--- src/rtl/button_conditioner_if.sv ---
// button_conditioner_if: pin and event signals of button_conditioner; INPUT_LATCH_EN adds LATCH_ACK/BTN_LATCHED
interface button_conditioner_if #(
  parameter int NUM_BTN = 4
);
  logic [NUM_BTN-1:0] BTN_IN;
  logic [NUM_BTN-1:0] BTN_LEVEL;
  logic [NUM_BTN-1:0] BTN_PRESS;
  logic [NUM_BTN-1:0] BTN_RELEASE;
  logic [NUM_BTN-1:0] BTN_REPEAT;
`ifdef INPUT_LATCH_EN
  logic               LATCH_ACK;
  logic [NUM_BTN-1:0] BTN_LATCHED;
  modport master (
    output BTN_IN, LATCH_ACK,
    input  BTN_LEVEL, BTN_PRESS, BTN_RELEASE, BTN_REPEAT, BTN_LATCHED
  );
  modport slave (
    input  BTN_IN, LATCH_ACK,
    output BTN_LEVEL, BTN_PRESS, BTN_RELEASE, BTN_REPEAT, BTN_LATCHED
  );
`else
  modport master (
    output BTN_IN,
    input  BTN_LEVEL, BTN_PRESS, BTN_RELEASE, BTN_REPEAT
  );
  modport slave (
    input  BTN_IN,
    output BTN_LEVEL, BTN_PRESS, BTN_RELEASE, BTN_REPEAT
  );
`endif
endinterface

--- src/rtl/button_conditioner.sv ---
// button_conditioner: per-channel sync, debounce, edge pulses and auto-repeat; INPUT_LATCH_EN adds a sticky press latch
module button_conditioner #(
  parameter int                 NUM_BTN         = 4,
  parameter int                 SYNC_STAGES     = 2,
  parameter int                 DEBOUNCE_CYCLES = 400000,
  parameter int                 REPEAT_DELAY    = 16000000,
  parameter int                 REPEAT_PERIOD   = 3200000,
  parameter logic [NUM_BTN-1:0] REPEAT_MASK     = NUM_BTN'(4'b0011)
) (
  input  logic                 CLK,
  input  logic                 RESET_N,
  button_conditioner_if.slave  bus
);
  typedef enum logic [1:0] {IDLE, DELAY, RUN} rpt_state_t;
  localparam int CW   = $clog2(DEBOUNCE_CYCLES + 1);
  localparam int RMAX = REPEAT_DELAY > REPEAT_PERIOD ? REPEAT_DELAY : REPEAT_PERIOD;
  localparam int RW   = $clog2(RMAX + 1);
  localparam logic [CW-1:0] DB_LAST  = CW'(DEBOUNCE_CYCLES - 1);
  localparam logic [RW-1:0] DLY_LAST = RW'(REPEAT_DELAY - 1);
  localparam logic [RW-1:0] PER_LAST = RW'(REPEAT_PERIOD - 1);
  if (NUM_BTN < 1 || NUM_BTN > 16 || SYNC_STAGES < 2 || DEBOUNCE_CYCLES < 1 ||
      REPEAT_DELAY < 1 || REPEAT_PERIOD < 1) begin : g_bad_param
    $error("button_conditioner: parameter out of legal range");
  end
  logic [SYNC_STAGES-1:0][NUM_BTN-1:0] sync_q;
  logic [NUM_BTN-1:0] s, level, press, rel, tick;
  assign s = sync_q[SYNC_STAGES-1];
  // shift the raw pins through the synchroniser chain
  always_ff @(posedge CLK or negedge RESET_N)
    if (!RESET_N) sync_q <= '0;
    else sync_q <= {sync_q[SYNC_STAGES-2:0], bus.BTN_IN};
  for (genvar i = 0; i < NUM_BTN; i++) begin : g_ch
    logic [CW-1:0] cnt_q;
    logic          lvl_q, prs_q, rls_q, flip, tck;
    rpt_state_t    state_q, state_d;
    logic [RW-1:0] rc_q, rc_d;
    assign flip     = (s[i] != lvl_q) && cnt_q == DB_LAST;
    assign level[i] = lvl_q;
    assign press[i] = prs_q;
    assign rel[i]   = rls_q;
    assign tick[i]  = tck;
    // count cycles of disagreement; flip the level and emit the edge pulse when it persists long enough
    always_ff @(posedge CLK or negedge RESET_N)
      if (!RESET_N) begin
        cnt_q <= '0;
        lvl_q <= 1'b0;
        prs_q <= 1'b0;
        rls_q <= 1'b0;
      end else begin
        cnt_q <= (s[i] == lvl_q || flip) ? '0 : cnt_q + 1'b1;
        lvl_q <= flip ? s[i] : lvl_q;
        prs_q <= flip & s[i];
        rls_q <= flip & ~s[i];
      end
    // repeat state and tick counter registers
    always_ff @(posedge CLK or negedge RESET_N)
      if (!RESET_N) begin
        state_q <= IDLE;
        rc_q    <= '0;
      end else begin
        state_q <= state_d;
        rc_q    <= rc_d;
      end
    // repeat FSM: initial delay after press, then periodic ticks; a low level forces IDLE without a tick
    always_comb begin
      state_d = state_q;
      rc_d    = rc_q + 1'b1;
      tck     = 1'b0;
      if (!lvl_q || !REPEAT_MASK[i]) begin
        state_d = IDLE;
        rc_d    = '0;
      end else begin
        case (state_q)
          IDLE: begin
            rc_d    = '0;
            state_d = prs_q ? DELAY : IDLE;
          end
          DELAY: if (rc_q == DLY_LAST) begin
            tck     = 1'b1;
            state_d = RUN;
            rc_d    = '0;
          end
          RUN: if (rc_q == PER_LAST) begin
            tck  = 1'b1;
            rc_d = '0;
          end
          default: begin
            state_d = IDLE;
            rc_d    = '0;
          end
        endcase
      end
    end
  end
  assign bus.BTN_LEVEL   = level;
  assign bus.BTN_PRESS   = press;
  assign bus.BTN_RELEASE = rel;
  assign bus.BTN_REPEAT  = press | tick;
`ifdef INPUT_LATCH_EN
  logic [NUM_BTN-1:0] latched_q;
  assign bus.BTN_LATCHED = latched_q;
  // sticky press flags; a press in the ack cycle survives so no press is lost across a frame
  always_ff @(posedge CLK or negedge RESET_N)
    if (!RESET_N) latched_q <= '0;
    else latched_q <= press | (bus.LATCH_ACK ? '0 : latched_q);
`endif
endmodule

--- src/flat_wrapper.sv ---
// flat-port wrapper written by rule: the top's interface ports become plain ports
module button_conditioner_flat 
#(
  parameter int                 NUM_BTN         = 4,
  parameter int                 SYNC_STAGES     = 2,
  parameter int                 DEBOUNCE_CYCLES = 400000,
  parameter int                 REPEAT_DELAY    = 16000000,
  parameter int                 REPEAT_PERIOD   = 3200000,
  parameter logic [NUM_BTN-1:0] REPEAT_MASK     = NUM_BTN'(4'b0011)
)
  (CLK, RESET_N, bus_BTN_IN, bus_BTN_LEVEL, bus_BTN_PRESS, bus_BTN_RELEASE, bus_BTN_REPEAT);
  button_conditioner_if #(.NUM_BTN(NUM_BTN)) bus_i ();
  input  logic CLK;
  input  logic RESET_N;
  input wire logic [$bits(bus_i.BTN_IN)-1:0] bus_BTN_IN;
  output wire logic [$bits(bus_i.BTN_LEVEL)-1:0] bus_BTN_LEVEL;
  output wire logic [$bits(bus_i.BTN_PRESS)-1:0] bus_BTN_PRESS;
  output wire logic [$bits(bus_i.BTN_RELEASE)-1:0] bus_BTN_RELEASE;
  output wire logic [$bits(bus_i.BTN_REPEAT)-1:0] bus_BTN_REPEAT;
  assign bus_i.BTN_IN = bus_BTN_IN;
  assign bus_BTN_LEVEL = bus_i.BTN_LEVEL;
  assign bus_BTN_PRESS = bus_i.BTN_PRESS;
  assign bus_BTN_RELEASE = bus_i.BTN_RELEASE;
  assign bus_BTN_REPEAT = bus_i.BTN_REPEAT;
  button_conditioner #(.NUM_BTN(NUM_BTN), .SYNC_STAGES(SYNC_STAGES), .DEBOUNCE_CYCLES(DEBOUNCE_CYCLES), .REPEAT_DELAY(REPEAT_DELAY), .REPEAT_PERIOD(REPEAT_PERIOD), .REPEAT_MASK(REPEAT_MASK)) u_core (.CLK(CLK), .RESET_N(RESET_N), .bus(bus_i));
endmodule
--- config.mk ---
export PLATFORM = sky130hd
export DESIGN_NAME = button_conditioner_flat
export DESIGN_NICKNAME = d
export VERILOG_FILES = /design/src/rtl/button_conditioner_if.sv /design/src/rtl/button_conditioner.sv /design/src/flat_wrapper.sv
export SDC_FILE = /design/constraint.sdc
export NUM_CORES = 1
export LEC_CHECK = 0
export CAP_MARGIN = 20
export CELL_PAD_IN_SITES_DETAIL_PLACEMENT = 1
export CELL_PAD_IN_SITES_GLOBAL_PLACEMENT = 2
export CORE_MARGIN = 2
export CORE_UTILIZATION = 29
export CTS_CLUSTER_SIZE = 10
export DETAILED_ROUTE_END_ITERATION = 10
export GPL_TIMING_DRIVEN = 0
export PLACE_DENSITY_LB_ADDON = 0.1
export SLEW_MARGIN = 15
export SYNTH_ARGS = -nofsm -noshare
export SYNTH_HDL_FRONTEND = slang
export SYNTH_SLANG_ARGS = --single-unit
--- constraint.sdc ---
create_clock -name CLK -period 6.1 [get_ports CLK]
set_input_delay 1.525 -clock CLK [delete_from_list [all_inputs] [get_ports CLK]]
set_output_delay 1.525 -clock CLK [all_outputs]
set_load 0.01 [all_outputs]
After elaboration in Yosys (flattened, before gate mapping)
Cells that the tools add are included.
{ "classes": {"muxes": 28, "n_reduce_logical": 12, "bitwise": 13, "add_sub_neg": 6, "n_eq_ne": 24} }
{ "ops": {"columns": ["operator", "count"], "rows": [
  ["24-bit 2-to-1 mux", 6],
  ["24-bit one-hot mux with 2 select lines", 2],
  ["19-bit by 1-bit adder with 19-bit output (second input constant)", 4],
  ["19-bit equality test (second input constant)", 4],
  ["19-bit 2-to-1 mux", 4],
  ["24-bit by 1-bit adder with 24-bit output (second input constant)", 2],
  ["24-bit by 22-bit equality test with 1-bit output (second input constant)", 2],
  ["24-bit equality test (second input constant)", 2],
  ["2-bit one-hot mux with 3 select lines", 2],
  ["1-bit bitwise AND", 8],
  ["1-bit 2-to-1 mux", 8],
  ["2-bit 2-to-1 mux", 4],
  ["3-bit != test (second input constant)", 2],
  ["1-bit equality test", 4],
  ["2-bit by 1-bit equality test with 1-bit output (second input constant)", 2],
  ["2-bit equality test (second input constant)", 2],
  ["1-bit logical AND", 4],
  ["2-bit logical NOT", 2],
  ["1-bit logical OR", 4],
  ["1-bit != test", 4],
  ["2-bit != test (second input constant)", 2],
  ["1-bit NOT", 4],
  ["4-bit by 2-bit bitwise OR with 4-bit output", 1],
  ["1-bit one-hot mux with 2 select lines", 2],
  ["2-bit AND reduction", 2]
]} }
{ "totals": {"register_bits": 148, "input_bits": 6} }

Logic depth before layout (Yosys ltp)
{ "logic_depth": {"ltp_word": 5, "mapped_depth": 7} }

Worst setup path before layout
No wires, ideal clock.
{ "synth_timing": {"kind": "register -> output", "start": "register u_core.g_ch[1].rc_q[0]", "end": "output port bus_BTN_REPEAT[1]", "path_slack_ns": 2.783, "arrival_ns": 1.792, "path_stages_with_launch": 6, "required_ns": 4.575, "path_buffers": 1, "cell_sequence": "dfrtp_1 ha_1 nand3_2 or3_1 clkbuf_1 o41ai_1"} }
{ "synth_via": {"elab_chain_len": 5} }
{ "synth_lines": {"columns": ["item", "line_no", "rtl"], "rows": [
  ["from (decl)", "button_conditioner.sv:36", "logic [RW-1:0] rc_q, rc_d;"],
  ["from (signal assigned)", "button_conditioner.sv:62", "rc_q <= rc_d;"],
  ["24-bit by 22-bit equality test with 1-bit output / 24-bit equality test (equally long branches)", "button_conditioner.sv:83, button_conditioner.sv:78", null],
  ["1-bit 2-to-1 mux, on equally long branches", "button_conditioner.sv:83, button_conditioner.sv:78", null],
  ["1-bit one-hot mux with 2 select lines (*)", "button_conditioner.sv:73", "case (state_q)"],
  ["1-bit 2-to-1 mux (*)", "button_conditioner.sv:69", "if (!lvl_q || !REPEAT_MASK[i]) begin"],
  ["4-bit by 2-bit bitwise OR with 4-bit output (*)", "button_conditioner.sv:98", "assign bus.BTN_REPEAT = press | tick;"],
  ["to (decl)", "flat_wrapper.sv:19", "output wire logic [$bits(bus_i.BTN_REPEAT)-1:0] bus_BTN_REPEAT;"]
]} }
Mark *: on every way between the ends. The rest lies on a longest branch, timed or not.

Final worst setup path
Ends and elaborated chain as after synthesis.

==> flow_metrics.tcl <==
set metrics [dict create \
    outcome "completed" \
    synth-edff-count 0 \
    critical_path_buf_inv_count 2 \
    die_h_um 167 \
    finish.net_count 830 \
    post-synth-top-area-fraction 0.480 \
    power.ir.vdd_worst_uv 151 \
    routabilityCongestion 0.735 \
    ant_nets 0 \
    p_clk_frac 0.500 \
    crit_chain "ha_1 > nand3_2 > or3_1 > clkbuf_1 > o41ai_1 > clkdlybuf4s50_1" \
    placed_cells_incl_taps 1127 \
    gr_util_all_layers 0.145 \
    postSynthCellCount 770 \
    setup_violations 0 \
    tritoncts "yes" \
    power.internal_mw 1.60 \
    fp.dieArea_mm2 0.0279 \
    switching_share 0.232 \
    placement_rows 59 \
    critical_path_arrival_ns 3.30 \
    clk_latency_ns 0.43 \
    setup.reg_to_reg.worst_slack_ns 3.57 \
    drive_gt1_frac 0.0984 \
    period_minus_slack_ns 4.82 \
    num_antenna_cells 0 \
    net_switching_power_uw 486 \
    cell_types_occupying_the_most_area_after_synthesis "dfrtp_1 (48%), xnor2_1 (6.1%), nor2_1 (3.6%)" \
    holdCritStartpoint "u_core.sync_q[3]$_DFF_PN0_" \
    cts_setup_buffers 0 \
    cts_root_buffer "clkbuf_16" \
    worst-setup-path-type "register to primary output" \
    route.detailed.drc 0 \
    cts_buffer_depth 2 \
    start_util 0.296 \
    critical_path.max_stage_delay_ns 0.73 \
    detailedRoute.firstIterationViolations 214 \
    worst_setup_hold_path_clk_slew_ns 0.07 \
    postRouteWirelength_um 19200 \
    grt_first_pass_wirelength_um 33400 \
    final.period_utilization 0.791 \
    critPathMaxFanout 9 \
    synth.net_count 789 \
    power-per-cell-area_mw_per_mm2 234 \
    max_freq_mhz 207 \
    sum_of_internal_switching_and_leakage_power_mw 2.09 \
    min_delay_worst_endpoint "u_core.s[3]$_DFF_PN0_" \
    route.vias.total 5986 \
    drtPass1Iterations 4 \
    regToRegStartpoint "u_core.g_ch[0].rc_q[16]$_DFF_PN0_" \
    number_of_hold_buffers_added_after_cts 0 \
    worst-r2r-cell-count 5 \
    cts_buffers 17 \
    combinational_power_share 0.022 \
    critPathSlowestCell "o41ai_1" \
    r2r-end "u_core.g_ch[0].rc_q[13]$_DFF_PN0_" \
    cts_resized 0 \
    layout-area-overhead-vs-synth_pct 15.9 \
    fp.dieW_um 167 \
    antenna_found_initial 0 \
    endpoint_kind "primary output" \
    largest_net_degree_at_the_start_of_global_routing 81 \
    ffs_w_async_s_r_synth 1.00 \
    layout.cells.non_filler 1158 \
    max_cap_viols 0 \
    synth_warnings 0 \
    synth.ff_latch_count 148 \
    core_area_mm2 0.0261 \
    io_buffer_count 21 \
    hold_path_depth 0 \
    crit_path_start_kind "register" \
    hpwl_um 13200 \
    finalClockSkew_ns 0.00851 \
    leakagePower_nw 3.31 \
    worst_slew_pin_slew_ns 0.774 \
    mostFrequentLayoutCell "dfrtp_1" \
    final_cell_mix "dfrtp_1 (148), nor2_1 (75), xnor2_1 (54)" \
    critical_path.top_delay_family "buffers and inverters" \
    seq_power_share 0.478 \
    synth_area_mm2 0.00772 \
    finalHoldViolCount 0 \
    required_ns 4.58 \
    yosys.cell_types.count 50 \
    holdCritPathClass "register to register" \
    clock_tree.htree_level_count 4 \
    synth-seq-area-share 0.480 \
    io_pins 22 \
    grt_pass1_vias 6578 \
    grt_setup_unrepaired "false" \
    timing_max_transition_violations_final 0 \
    wl_per_cell_um 16.6 \
    avgSynthCellArea_um2 10.0 \
    tritoncts_num_sinks 148 \
    synth_ff_type "dfrtp_1" \
    dr_vias_cell 5.17 \
    slew_headroom 0.479 \
    grt_overflow_total 0 \
    post-synth-top-area-cell "dfrtp_1" \
]
## worst register-to-register path, delay by kind of cell (launching register included)
family,cells,cell delay [ns]
DFF,1,0.46
AOI/OAI and AO/OA,2,0.63
buffers and inverters,1,0.34
and+or+nand+nor,2,0.96
## cell families after synthesis
| family | Yosys count | share of synthesized area |
|---|---|---|
| xor gates and xnor gates | 85 | 0.0965 |
| adders and majority gates | 13 | 0.0211 |
| AOI/OAI and AO/OA | 106 | 0.0981 |
| DFF | 148 | 0.480 |
| and+or+nand+nor | 340 | 0.248 |
| buffers and inverters | 71 | 0.0470 |
| muxes | 7 | 0.00973 |
## how the worst max path moves through the flow
stage	from	end	slack [ns]	cells past startpoint
after floorplan	u_core.g_ch[1].rc_q[0]$_DFF_PN0_	bus_BTN_REPEAT[1]	2.78	5
after global placement	RESET_N	u_core.g_ch[1].cnt_q[12]$_DFF_PN0_	-2.91	1
after detailed placement	u_core.g_ch[1].rc_q[0]$_DFF_PN0_	bus_BTN_REPEAT[1]	1.78	6
after CTS	u_core.g_ch[1].rc_q[0]$_DFF_PN0_	bus_BTN_REPEAT[1]	1.31	6
after global routing	u_core.g_ch[1].rc_q[0]$_DFF_PN0_	bus_BTN_REPEAT[1]	1.20	6
final	u_core.g_ch[1].rc_q[0]$_DFF_PN0_	bus_BTN_REPEAT[1]	1.28	6
## state kept, by name, summed over array words and instances (netlist names)
| register | cells |
|---|---|
| u_core.g_ch.cnt_q | 76 |
| u_core.g_ch.rc_q | 48 |
| u_core.g_ch.lvl_q | 4 |
| u_core.g_ch.prs_q | 4 |
| u_core.g_ch.rls_q | 4 |
| u_core.g_ch.state_q | 4 |
| u_core.s | 4 |
| u_core.sync_q | 4 |
## metrics by stage
| stage | utilization | setup TNS, ns | hold WS (ns) | instance area, um^2 | worst slack [ns] |
|---|---|---|---|---|---|
| 3_5_place_dp | 0.322 | 0 | 0.345 | 8380 | 1.78 |
| 5_1_grt | 0.343 | 0 | 0.369 | 8950 | 1.20 |
| 3_3_place_gp | 0.320 | -428.84 | 0.333 | 8350 | -2.91 |
| 4_1_cts | 0.343 | 0 | 0.360 | 8950 | 1.31 |
| 2_1_floorplan | - | 0 | 0.331 | 7720 | 2.78 |
| 6_report | 0.343 | 0 | 0.355 | 8950 | 1.28 |
## power by group through the flow
stage | Combinational, mW | Sequential [mW] | Clock (mW)
after global placement | 0.0451 | 1.02 | 0
after detailed placement | 0.0491 | 1.02 | 0
after floorplan | 0.0157 | 1.02 | 0
after CTS | 0.0492 | 0.999 | 1.08
after global routing | 0.0546 | 1.00 | 1.13
final | 0.0458 | 0.999 | 1.04
## cells in the mapped netlist (2+ instances only)
cell type / number
a211oi_1: 30
a21oi_1: 14
a221oi_1: 15
a221oi_2: 3
a31o_2: 3
a41o_1: 2
and2_1: 8
and3_1: 17
and4_1: 8
buf_2: 4
buf_4: 15
buf_6: 4
clkbuf_1: 23
dfrtp_1: 148
ha_1: 13
inv_1: 24
mux2_2: 4
mux2i_1: 3
nand2_1: 35
nand3_1: 50
nand3_2: 2
nand4_1: 38
nor2_1: 75
nor3_1: 10
nor3b_1: 13
nor4_1: 19
nor4b_1: 4
nor4bb_1: 7
o21ai_0: 19
o21ai_1: 5
o31ai_1: 11
or2_2: 6
or3_1: 26
or4_1: 11
or4_4: 3
xnor2_1: 54
xor2_1: 31
## layout make-up
type	instances	area, um^2
Multi-Input combinational cell	551	3650
Fill cell	2937	17100
Tap cell	335	419
Clock buffer	19	433
Timing Repair Buffer	22	243
Clock inverter	12	134
Buffer	47	273
Sequential cell	148	3700
Inverter	24	90.1
## routing by layer
layer / global-route usage / wire length, um / part of all wire
met1: 0.194 / 9470 / 0.49
met2: 0.239 / 9100 / 0.47
met3: 0.0253 / 366 / 0.019
met4: 0.0461 / 287 / 0.015
met5: 0 / 0 / 0
No activity file was read; power rests on OpenSTA's default activity.
